### src/rtl/parity_arb_pkg.sv
// Shared types and constants for the round-robin parity arbiter.
package parity_arb_pkg;

  typedef enum logic [1:0] {
    IDLE = 2'd0,
    CALC = 2'd1,
    HOLD = 2'd2
  } state_e;

  localparam int NIBBLE_W     = 4;
  localparam int NREQ_DEFAULT = 4;

endpackage

### src/rtl/parity_calc4.sv
// Combinational even/odd parity of one nibble.
module parity_calc4
  import parity_arb_pkg::*;
(
  input  logic [NIBBLE_W-1:0] nibble_i,
  output logic                even_o,
  output logic                odd_o
);

  assign even_o = ^nibble_i;
  assign odd_o  = ~even_o;

endmodule

### src/rtl/parity_rr_arbiter.sv
// Round-robin arbiter sharing one nibble parity calculator between NREQ requesters.
// Output handshake: a result transfers on any rising edge where out_valid && out_ready;
// while out_valid is high and out_ready is low, out_id/out_data/out_even/out_odd hold.
module parity_rr_arbiter
  import parity_arb_pkg::*;
#(
  parameter int NREQ = NREQ_DEFAULT,
  parameter int IDW  = $clog2(NREQ)
) (
  input  logic                     clk,
  input  logic                     rst_n,
  input  logic [NREQ-1:0]          req,
  input  logic [NIBBLE_W*NREQ-1:0] data_in,
  output logic [NREQ-1:0]          gnt,
  output logic                     busy,
  output logic                     out_valid,
  input  logic                     out_ready,
  output logic [IDW-1:0]           out_id,
  output logic [NIBBLE_W-1:0]      out_data,
  output logic                     out_even,
  output logic                     out_odd
);

  localparam logic [IDW-1:0]  LAST_ID = IDW'(NREQ - 1);
  localparam logic [IDW:0]    LAST_W  = (IDW + 1)'(NREQ - 1);
  localparam logic [IDW:0]    NREQ_W  = (IDW + 1)'(NREQ);
  localparam logic [NREQ-1:0] GNT_ONE = NREQ'(1);

  state_e              state_q, state_d;
  logic [IDW-1:0]      ptr_q, ptr_d;
  logic [NREQ-1:0]     gnt_q, gnt_d;
  logic [NIBBLE_W-1:0] operand_q, operand_d;
  logic [IDW-1:0]      id_q, id_d;
  logic                out_valid_q, out_valid_d;
  logic [IDW-1:0]      out_id_q, out_id_d;
  logic [NIBBLE_W-1:0] out_data_q, out_data_d;
  logic                out_even_q, out_even_d;
  logic                out_odd_q, out_odd_d;

  logic                calc_even, calc_odd;
  logic                pick_found;
  logic [IDW-1:0]      pick_idx;
  logic [IDW:0]        cand;

  parity_calc4 u_calc (
    .nibble_i (operand_q),
    .even_o   (calc_even),
    .odd_o    (calc_odd)
  );

  // Scan from ptr upward with wrap; iterating offsets high-to-low lets the nearest hit win.
  always_comb begin
    pick_found = 1'b0;
    pick_idx   = '0;
    cand       = '0;
    for (int off = NREQ - 1; off >= 0; off--) begin
      cand = {1'b0, ptr_q} + (IDW + 1)'(off);
      if (cand > LAST_W) cand = cand - NREQ_W;
      if (req[cand[IDW-1:0]]) begin
        pick_found = 1'b1;
        pick_idx   = cand[IDW-1:0];
      end
    end
  end

  always_comb begin
    state_d     = state_q;
    ptr_d       = ptr_q;
    gnt_d       = '0;
    operand_d   = operand_q;
    id_d        = id_q;
    out_valid_d = out_valid_q;
    out_id_d    = out_id_q;
    out_data_d  = out_data_q;
    out_even_d  = out_even_q;
    out_odd_d   = out_odd_q;
    case (state_q)
      IDLE: begin
        if (pick_found) begin
          gnt_d     = GNT_ONE << pick_idx;
          operand_d = data_in[int'(pick_idx) * NIBBLE_W +: NIBBLE_W];
          id_d      = pick_idx;
          state_d   = CALC;
        end
      end
      CALC: begin
        out_data_d  = operand_q;
        out_id_d    = id_q;
        out_even_d  = calc_even;
        out_odd_d   = calc_odd;
        out_valid_d = 1'b1;
        state_d     = HOLD;
      end
      HOLD: begin
        if (out_valid_q && out_ready) begin
          out_valid_d = 1'b0;
          // Explicit wrap so non-power-of-two NREQ never lands on an unused index.
          ptr_d       = (id_q == LAST_ID) ? '0 : id_q + IDW'(1);
          state_d     = IDLE;
        end
      end
      default: state_d = IDLE;
    endcase
  end

  always_ff @(posedge clk or negedge rst_n) begin
    if (!rst_n) begin
      state_q     <= IDLE;
      ptr_q       <= '0;
      gnt_q       <= '0;
      operand_q   <= '0;
      id_q        <= '0;
      out_valid_q <= 1'b0;
      out_id_q    <= '0;
      out_data_q  <= '0;
      out_even_q  <= 1'b0;
      out_odd_q   <= 1'b0;
    end else begin
      state_q     <= state_d;
      ptr_q       <= ptr_d;
      gnt_q       <= gnt_d;
      operand_q   <= operand_d;
      id_q        <= id_d;
      out_valid_q <= out_valid_d;
      out_id_q    <= out_id_d;
      out_data_q  <= out_data_d;
      out_even_q  <= out_even_d;
      out_odd_q   <= out_odd_d;
    end
  end

  assign gnt       = gnt_q;
  assign busy      = (state_q != IDLE);
  assign out_valid = out_valid_q;
  assign out_id    = out_id_q;
  assign out_data  = out_data_q;
  assign out_even  = out_even_q;
  assign out_odd   = out_odd_q;

endmodule
### config.mk
export PLATFORM = sky130hd
export DESIGN_NAME = parity_rr_arbiter
export DESIGN_NICKNAME = d
export VERILOG_FILES = /design/src/rtl/parity_arb_pkg.sv /design/src/rtl/parity_calc4.sv /design/src/rtl/parity_rr_arbiter.sv
export SDC_FILE = /design/constraint.sdc
export NUM_CORES = 1
export LEC_CHECK = 0
export ABC_AREA = 1
export CAP_MARGIN = 30
export CORE_ASPECT_RATIO = 1.1
export CORE_MARGIN = 2
export CORE_UTILIZATION = 44
export CTS_CLUSTER_SIZE = 16
export DETAILED_ROUTE_END_ITERATION = 10
export PLACE_DENSITY = 0.77
export SLEW_MARGIN = 20
export SYNTH_ARGS = -nofsm -noshare
export SYNTH_HDL_FRONTEND = slang
export SYNTH_HIERARCHICAL = 1
export SYNTH_SLANG_ARGS = --single-unit
### constraint.sdc
create_clock -name clk -period 2.8 [get_ports clk]
set_input_delay 0.56 -clock clk [delete_from_list [all_inputs] [get_ports clk]]
set_output_delay 0.56 -clock clk [all_outputs]
set_load 0.005 [all_outputs]
**After elaboration in Yosys (flattened, before gate mapping)**

Index checks and enable logic that the tools add are counted.

- $add $sub $neg: 8
- $lt $le $gt $ge: 8
- Equality and inequality tests: 5
- Shifts and indexed selects: 2
- Multiplexer cells: 28
- Bitwise gates (word level): 1
- Reduce and logical (&&, ||, !) cells: 9

Operator list:

| cell | count |
|---|---|
| 2-to-1 mux 2 bit | 11 |
| indexed part select 16 x 5 -> 4 bit | 1 |
| less-than comparator 2 x 3 -> 1 bit (second input constant) | 4 |
| greater-than comparator 3 x 2 -> 1 bit (second input constant) | 3 |
| 2-to-1 mux 1 bit | 9 |
| binary-select mux 1 bit (select 2 bit) | 4 |
| 2-to-1 mux 4 bit | 2 |
| AND reduction 2 bit | 4 |
| subtractor 2 x 1 -> 2 bit (second input constant) | 4 |
| adder 2 x 2 -> 3 bit (second input constant) | 2 |
| one-hot mux 2 bit (3 select lines) | 1 |
| equality test 2 bit (second input constant) | 2 |
| != test 2 bit (second input constant) | 2 |
| nonzero test 2 bit | 2 |
| XOR reduction 4 bit | 1 |
| << shifter 1 x 2 -> 4 bit (first input constant) | 1 |
| adder 2 x 1 -> 3 bit (second input constant) | 1 |
| adder 2 x 1 -> 2 bit (second input constant) | 1 |
| equality test 2 x 1 -> 1 bit (second input constant) | 1 |
| greater-than comparator 2 bit (second input constant) | 1 |
| logical NOT 2 bit | 1 |
| one-hot mux 1 bit (2 select lines) | 1 |
| logical AND 1 bit | 1 |
| NOT 1 bit | 1 |

- Register bits: 23
- Input bits: 23
- Output and inout port bits: 14
- Logic and storage cells: 71

**Depth between registers and ports, before layout**

Gate-level depths: netlist (run 1).

- Depth after elaboration: 12
- Depth in mapped cells: 15
- Depth with buffers taken out: 14

**Hierarchy**

The synthesis (run 1) kept the hierarchy.

Modules (own cells, without submodules):

| module | times used | cells an instance | area each (um^2) | seq. area each (um^2) |
|---|---|---|---|---|
| parity_rr_arbiter | 1 | 168 | 1283.7 | 575.6 |
| parity_calc4 | 1 | 22 | 82.6 | 0.0 |

**Worst setup path before layout (run 1)**

No wires, ideal clock.

- Path kind: input -> register
- Start point: input port req[3]
- End point: register operand_q[0]
- Arrival time: 1586 ps
- Data required time: 2683 ps
- Path slack: 1097 ps
- Stages on the path: 12
- Path buffers: 1
- Cell sequence: inv_1 -> o21ai_1 -> nand2_1 -> nand3_2 -> nand3_4 -> nand2_2 -> buf_6 -> nand2_1 -> nand3_1 -> nand2_1 -> nand2_1 -> nand2_1

- Longest elaborated chain between the ends: 7
- Elaborated cells between the ends (all ways): 18

RTL lines:

| what | line | text |
|---|---|---|
| start: declaration | parity_rr_arbiter.sv:12 | `input logic [NREQ-1:0] req,` |
| binary-select mux 1 bit (select 2 bit) | parity_rr_arbiter.sv:59 | `if (req[cand[IDW-1:0]]) begin` |
| 2-to-1 mux 1 bit (not written as such) | parity_rr_arbiter.sv:59 |  |
| 2-to-1 mux 2 bit / 2-to-1 mux 1 bit (equally long branches) (4 in series) | parity_rr_arbiter.sv:59 |  |
| indexed part select 16 x 5 -> 4 bit / AND reduction 2 bit (equally long branches) | -- |  |
| end signal: assignment | parity_rr_arbiter.sv:122 | `operand_q <= operand_d;` |
| end: declaration | parity_rr_arbiter.sv:32 | `logic [NIBBLE_W-1:0] operand_q, operand_d;` |

Parallel ways exist; a longest one is shown, timed or not. The select of a mux whose other input is x is not followed.
A chain may end at the register's enable or synchronous reset.

**Worst setup path after layout (run 1)**

Ends and elaborated chain as after synthesis.

==> summary.md, run 1 <==
| Metric | Value |
|---|---|
| Status | complete, no violations |
| Seq/Total Area, Yosys | 42.1% |
| GP Congestion | 0.886 |
| Routed Antenna Nets | 0 |
| GR Layer Usage met1 | between 20 and 25% |
| Critical Path AT | 2.30 ns |
| Worst path most repeated cell | nand2_1 |
| Final Setup Violations | 0 |
| Die Wd | 57.1 um |
| Grt ovf | 0 |
| CTS clk-pin slew, worst paths | 0.12 ns |
| Post-Syn Instances | 190 |
| Wire per inst | 9.26 um |
| VDD IR max | 0.000553 V |
| TritonCTS clock tree | built |
| Final hold slack | 0.498 ns |
| H-tree lvl count | 1 |
| CTS root buf | clkbuf_4 |
| Vias | 1191 |
| Slew @ Worst Pin | a little over 0.6 ns |
| Nets | 253 |
| HP Class | register to register |
| Post-Synth Adder-Cell Area | 0.916% |
| Syn nets | 214 |
| Crit path time final | approximately 2 ns |
| Commonest non-fill, non-tap cells in the layout | 70 x nand2_1, 36 x clkdlybuf4s50_1, 34 x inv_1 |
| Reg2reg path depth | 13 |
| CP max stage delay | 0.47 ns |
| First drt pass iteration count | 4 |
| Setup bufs post-CTS | 0 |
| Total Wirelength | 2.43 mm |
| Slew margin rel. | 58.9% |
| Row count | 21 |
| Top Usage Layer GRT | met2 |
| Lkg Pwr | approximately 0.96 nW |
| Initial core utilization | 45.6% |
| Max stage delay cell, worst path | clkdlybuf4s50_1 |
| FF-to-FF End | operand_q[0] |
| 1st-iter DRT viols | 22 |
| Power per cell area | between 1000 and 1500 mW/mm^2 |
| Clock Skews | 0.00459 ns |
| Met2 Usage GRT | 24.9% |
| Fin. Hold Viols | 0 |
| Max frequency | 486 MHz |
| CTS Sinks | 23 |
| Yosys cell types | 20 |
| Setup TNS | 0 ns |
| Fillers | 286 |
| Post-CTS Hold Fix Bufs | 0 |
| Latest clock arrival within the worst-skew pair | 0.30 ns |
| Number of I/O pins | 37 |
| Vias per cell | 4.55 |
| Reg-to-reg slack, setup | 0.78 ns |
| Post-Synth Simple-Gate Area | 35.8% |
| Hpwl dp | 1.96 mm |
| CP Launch Type | primary input |
| Critical setup path kind | primary input to register |
| Unrepaired setup endpoints after global routing | false |
| HP Start | out_id[0] |
| First-pass GRT wire length | 4.40 mm |
| Largest net degree at the start of global routing | 24 |
| CTS Buf Count | 3 |
| Share of layout cells above drive strength 1 | 9.65% |
| Clk buf depth | 2 |
| Antenna cells | 0 |
| Die area | between 0.003 and 0.004 sq mm |
| Largest family of logic cells by synthesized area | simple AND/OR/NAND/NOR gates |
| Chip height | 62.4 um |
| Area of the multi-input gates | 633 sq um |
| Crit path cell chain | clkdlybuf4s50_1, inv_1, o21ai_1, nand2_1, nand3_2, nand2_2, nand2_4, nand2_2, nand2_1, nand3_1, nand2_1, nand2_1, nand2_1 |
| WHS Endpoint | out_id[0] |
| #FFs+latches synth | 23 |
| Cell Area, Synth | 0.00137 sq mm |
| Max Slew Vio Count | 0 |
| Most common cell after layout, fill and taps aside | nand2_1 |
| Sequential cell area | 576 sq um |
| Worst Path Required | between 3 and 4 ns |
| Multiplexer share of the synthesized area | under 10% |
| Area of the core | 0.00300 sq mm |
| Total GRT Usage | 15.0% |
| Synth Area in Compound Gates | 4.67% |
| Number of global-route vias before repair | between 1000 and 1500 |
| Met3 Usage GRT | 0.621% |
| Initial antenna violation count | 0 |
| Launch point of the worst reg-to-reg path | ptr_q[0] |
| Max-cap violation count | 0 |
| Remaining DRCs | 0 |
| Post-Synth XOR/XNOR Area | 0% |
| # resized after CTS | 0 |
| Syn Area/Cell | around 7 sq um |
| Port bufs | 36 |
| CP max FO | 11 |
| Yosys warning total | 6 |
| Final period util | 73.5% |
| Critical Path Sink Type | register |
| Hold Path Cell Cnt | 2 |
| Area delta synth->final | 30.0% |
==> synthesized netlist by cell type <==
cell type / n / area, sq um
o21ai_0: 7 / 35.0
mux2_2: 6 / 67.6
nand2_2: 5 / 31.3
dfrtp_1: 23 / 576
nor2_2: 2 / 12.5
buf_6: 2 / 22.5
nand3_2: 1 / 10.0
inv_2: 1 / 3.75
nor3_1: 1 / 5.00
o21ai_1: 4 / 20.0
nand2_4: 1 / 11.3
ha_1: 1 / 12.5
nand3_1: 20 / 100
nand3_4: 1 / 17.5
o21ai_2: 1 / 8.76
nor2_1: 7 / 26.3
clkbuf_1: 1 / 3.75
nor4_1: 2 / 12.5
nand2_1: 70 / 263
inv_1: 34 / 128
==> layout make-up <==
class | instances | share of cell area [%]
clock buffers | 4 | 1.48
inverters | 35 | 7.39
multi-input cells | 129 | 35.6
well taps | 34 | 2.39
flip-flops and latches | 23 | 32.4
repair buffers | 37 | 20.7
==> worst max path at each step <==
stage	from	to	slack (ns)	cells past startpoint
floorplan	req[3]	operand_q[0]	1.10	12
global route	ptr_q[0]	operand_q[0]	0.52	13
finish	req[3]	operand_q[0]	0.74	13
CTS	req[3]	operand_q[0]	0.76	13
detailed placement	req[3]	operand_q[0]	0.44	12
global placement	req[3]	operand_q[2]	0.50	12
==> worst max-delay path: cells and delay by family <==
family	cells	cell delay, ns
compound gates	1	0.25
simple gates	10	0.95
buf+inv	2	0.52
==> report_power, final <==
group          internal [mW]  total (mW)  switching [mW]
Combinational          0.528        1.20           0.671
Sequential             0.484       0.609           0.125
Clock                 0.0554       0.145          0.0895
==> per-stage QoR <==
stage | power, mW | utilization (%) | setup WS [ns] | instance area [sq um] | cells
finish | 1.95 | 59.3 | 0.742 | 1780 | 262
CTS | 1.98 | 59.3 | 0.762 | 1780 | 262
global placement | 1.80 | 58.4 | 0.503 | 1750 | 258
detailed placement | 1.83 | 58.4 | 0.438 | 1750 | 258
floorplan | 1.51 | - | 1.10 | 1370 | 190
global route | 2.18 | 59.3 | 0.515 | 1780 | 262
==> sequential cells by signal, indices dropped and copies added (netlist names) <==
register / cells
out_even: 1
gnt: 4
ptr_q: 2
out_odd: 1
out_id: 2
operand_q: 4
out_valid: 1
state_q: 2
out_data: 4
id_q: 2
==> layer usage <==
layer	vias to the layer above	share of wire, %
met2	24	48
met3	2	2.6
li1	663	-
met4	0	0.78
met5	-	0
met1	502	49
==> cells by family after synthesis <==
group | Yosys count
compound gates | 12
flops | 23
fa+ha+maj | 1
simple gates | 110
buf+inv | 38
mux | 6
Note: power is estimated with default switching activity, not from simulation.
==> inputs of run 2 (changes only) <==
--- a/config.mk
+++ b/config.mk
@@ -9,10 +9,10 @@
 export CAP_MARGIN = 30
 export CORE_ASPECT_RATIO = 1.1
 export CORE_MARGIN = 2
-export CORE_UTILIZATION = 44
+export CORE_UTILIZATION = 43
 export CTS_CLUSTER_SIZE = 16
 export DETAILED_ROUTE_END_ITERATION = 10
-export PLACE_DENSITY = 0.77
+export PLACE_DENSITY = 0.78
 export SLEW_MARGIN = 20
 export SYNTH_ARGS = -nofsm -noshare
 export SYNTH_HDL_FRONTEND = slang
==> constraint.sdc (replaced) <==
create_clock -name clk -period 1.8 [get_ports clk]
set_input_delay 0.36 -clock clk [delete_from_list [all_inputs] [get_ports clk]]
set_output_delay 0.36 -clock clk [all_outputs]
set_load 0.005 [all_outputs]
==> summary.md, run 2 (synthesis results as in run 1) <==
| Metric | Value |
|---|---|
| Status | complete, no violations |
| First drt pass iteration count | 4 |
| Remaining DRCs | 0 |
| Initial antenna violation count | 0 |
| Final period util | 97.7% |
| H-tree lvl count | 1 |
| Critical Path Sink Type | register |
| Fillers | 283 |
| Clock Skews | 0.00122 ns |
| Row count | 21 |
| Die area | approximately 0.0036 sq mm |
| Critical setup path kind | primary input to register |
| GP Congestion | 0.873 |
| Hpwl dp | 2.06 mm |
| VDD IR max | 0.00104 V |
| Sequential fraction of design power | 25.0% |
| Total power | 3.70 mW |
| Area delta synth->final | 47.1% |
| Worst Path Required | 2.02 ns |
| Port bufs | 36 |
| Slew @ Worst Pin | 0.400 ns |
| Area of the core | roughly 0.0030 sq mm |
| DP Worst Slack | -0.303 ns |
| Lkg Pwr | 1.06 nW |
| Met2 wire len | 1.40 mm |
| CTS root buf | clkbuf_4 |
| Placed cell count | 270 |
| Placed Area | 0.00184 sq mm |
| TritonCTS clock tree | built |
| Grt ovf | 0 |
| Cell Count, Final, Fillers Out | 280 |
| Vias | 1335 |
| Clock power frac | between 6 and 7% |
| Post-CTS Hold Fix Bufs | 0 |
| CP endpoint | operand_q[2] |
| Max-cap violation count | 0 |
| WL met3 | 87 um |
| Antenna cells | 0 |
| CTS Buf Count | 3 |
| Sw power | about 1.7 mW |
| Total Wirelength | 2.91 mm |
| Fin util | 65.9% |
| Crit path time final | 1.76 ns |
| Routed Antenna Nets | 0 |
| Final worst slack | 0.0407 ns |
| CP Launch Type | primary input |
| Max Slew Vio Count | 0 |
| Total GRT Usage | ~16% |
| First-pass GRT wire length | 4.72 mm |
| Final Setup Violations | 0 |
| CP max FO | 8 |
| M1 WL | 1.34 mm |
| Fin. Hold Viols | 0 |
| Power per cell area | 1840 mW/mm^2 |
| CTS clk-pin slew, worst paths | roughly 0.11 ns |
| Latest clock arrival within the worst-skew pair | 0.31 ns |
| Commonest non-fill, non-tap cells in the layout | 62 x nand2_1, 36 x clkdlybuf4s50_1, 32 x inv_1 |
| Highest routed layer | met4 |
| Critical Path AT | around 2 ns |
| Largest net degree at the start of global routing | 24 |
| Area of the multi-input gates | 726 sq um |
| Clk buf depth | 2 |
| Sw Share | 44.7% |
| Reg2reg path depth | 12 |
| Most common cell after layout, fill and taps aside | nand2_1 |
| Nets | 271 |
| HP Class | primary input to asynchronous set/reset pin |
| Die Wd | 57.7 um |
| Initial core utilization | 44.8% |
| CTS Sinks | 23 |
| Sequential cell area | 577 sq um |
| Reg-to-reg slack, setup | 0.10 ns |
| Number of I/O pins | 37 |
| Final hold slack | 0.376 ns |
| Share of layout cells above drive strength 1 | 22.4% |
| Chip height | 63.1 um |
| Max frequency | 568 MHz |
| Int Pwr | 2.04 mW |
| 1st-iter DRT viols | 29 |
| Post-Layout Inst Area | roughly 0.0020 sq mm |
| Number of global-route vias before repair | 1144 |
| Vias per cell | approximately 4.8 |
| Origin of the worst setup path | req[3] |
| Setup TNS | 0 ns |
| Launch point of the worst reg-to-reg path | ptr_q[0] |
| FF-to-FF End | operand_q[2] |
| Wire per inst | roughly 10 um |
| Unrepaired setup endpoints after global routing | true |
| Slew margin rel. | about three quarters |
| Comb pwr share | 68.7% |
## run 2: how the worst min path moves through the flow
stage,from,to,slack (ns),cells after the start
floorplan,rst_n,gnt[0],0.06,0
global placement,out_id[0],out_id[0],0.47,2
detailed placement,out_id[1],out_id[1],0.48,2
CTS,rst_n,out_even,0.38,2
global route,rst_n,out_odd,0.38,2
finish,rst_n,out_odd,0.38,2
## run 2: area by class of cell
type / count / share of cell area [%]
flip-flops and latches: 23 / 28.7
well taps: 34 / 2.12
repair buffers: 54 / 25.2
multi-input cells: 130 / 36.1
clock buffers: 4 / 1.31
inverters: 35 / 6.54
## run 2: per-layer routing
layer / vias to the layer above / global-route usage [%]
met5: - / 0
met4: 0 / 8.72
met3: 8 / 1.85
met2: 31 / 25.7
met1: 596 / 21.3
li1: 700 / -
## run 2: critical path, stage by stage
cell and delay [ns]:
clkdlybuf4s50_1 0.53, inv_1 0.10, nand2_1 0.07, nand3_1 0.11, nand2_2 0.10, nand3_4 0.11, nand3_4 0.14, buf_6 0.13
nand3_1 0.08, nand3_1 0.10, nand2_1 0.05, nand2_1 0.05, nand2_1 0.04
## run 2: what timing repair did
item,in CTS,in global routing
gates cloned,0,1
setup endpoints to repair,4,11
endpoints found under the hold margin,0,0
pin swaps,0,6
buffers inserted,0,5
resized for setup,1,26
## run 2: power groups by stage
stage	Clock, mW	Combinational [mW]	Sequential (mW)
after floorplan	0	1.44	0.909
after global placement	0	2.09	0.937
after detailed placement	0	2.14	0.944
after CTS	0.244	2.15	0.937
after global routing	0.273	2.87	0.960
final	0.234	2.54	0.922
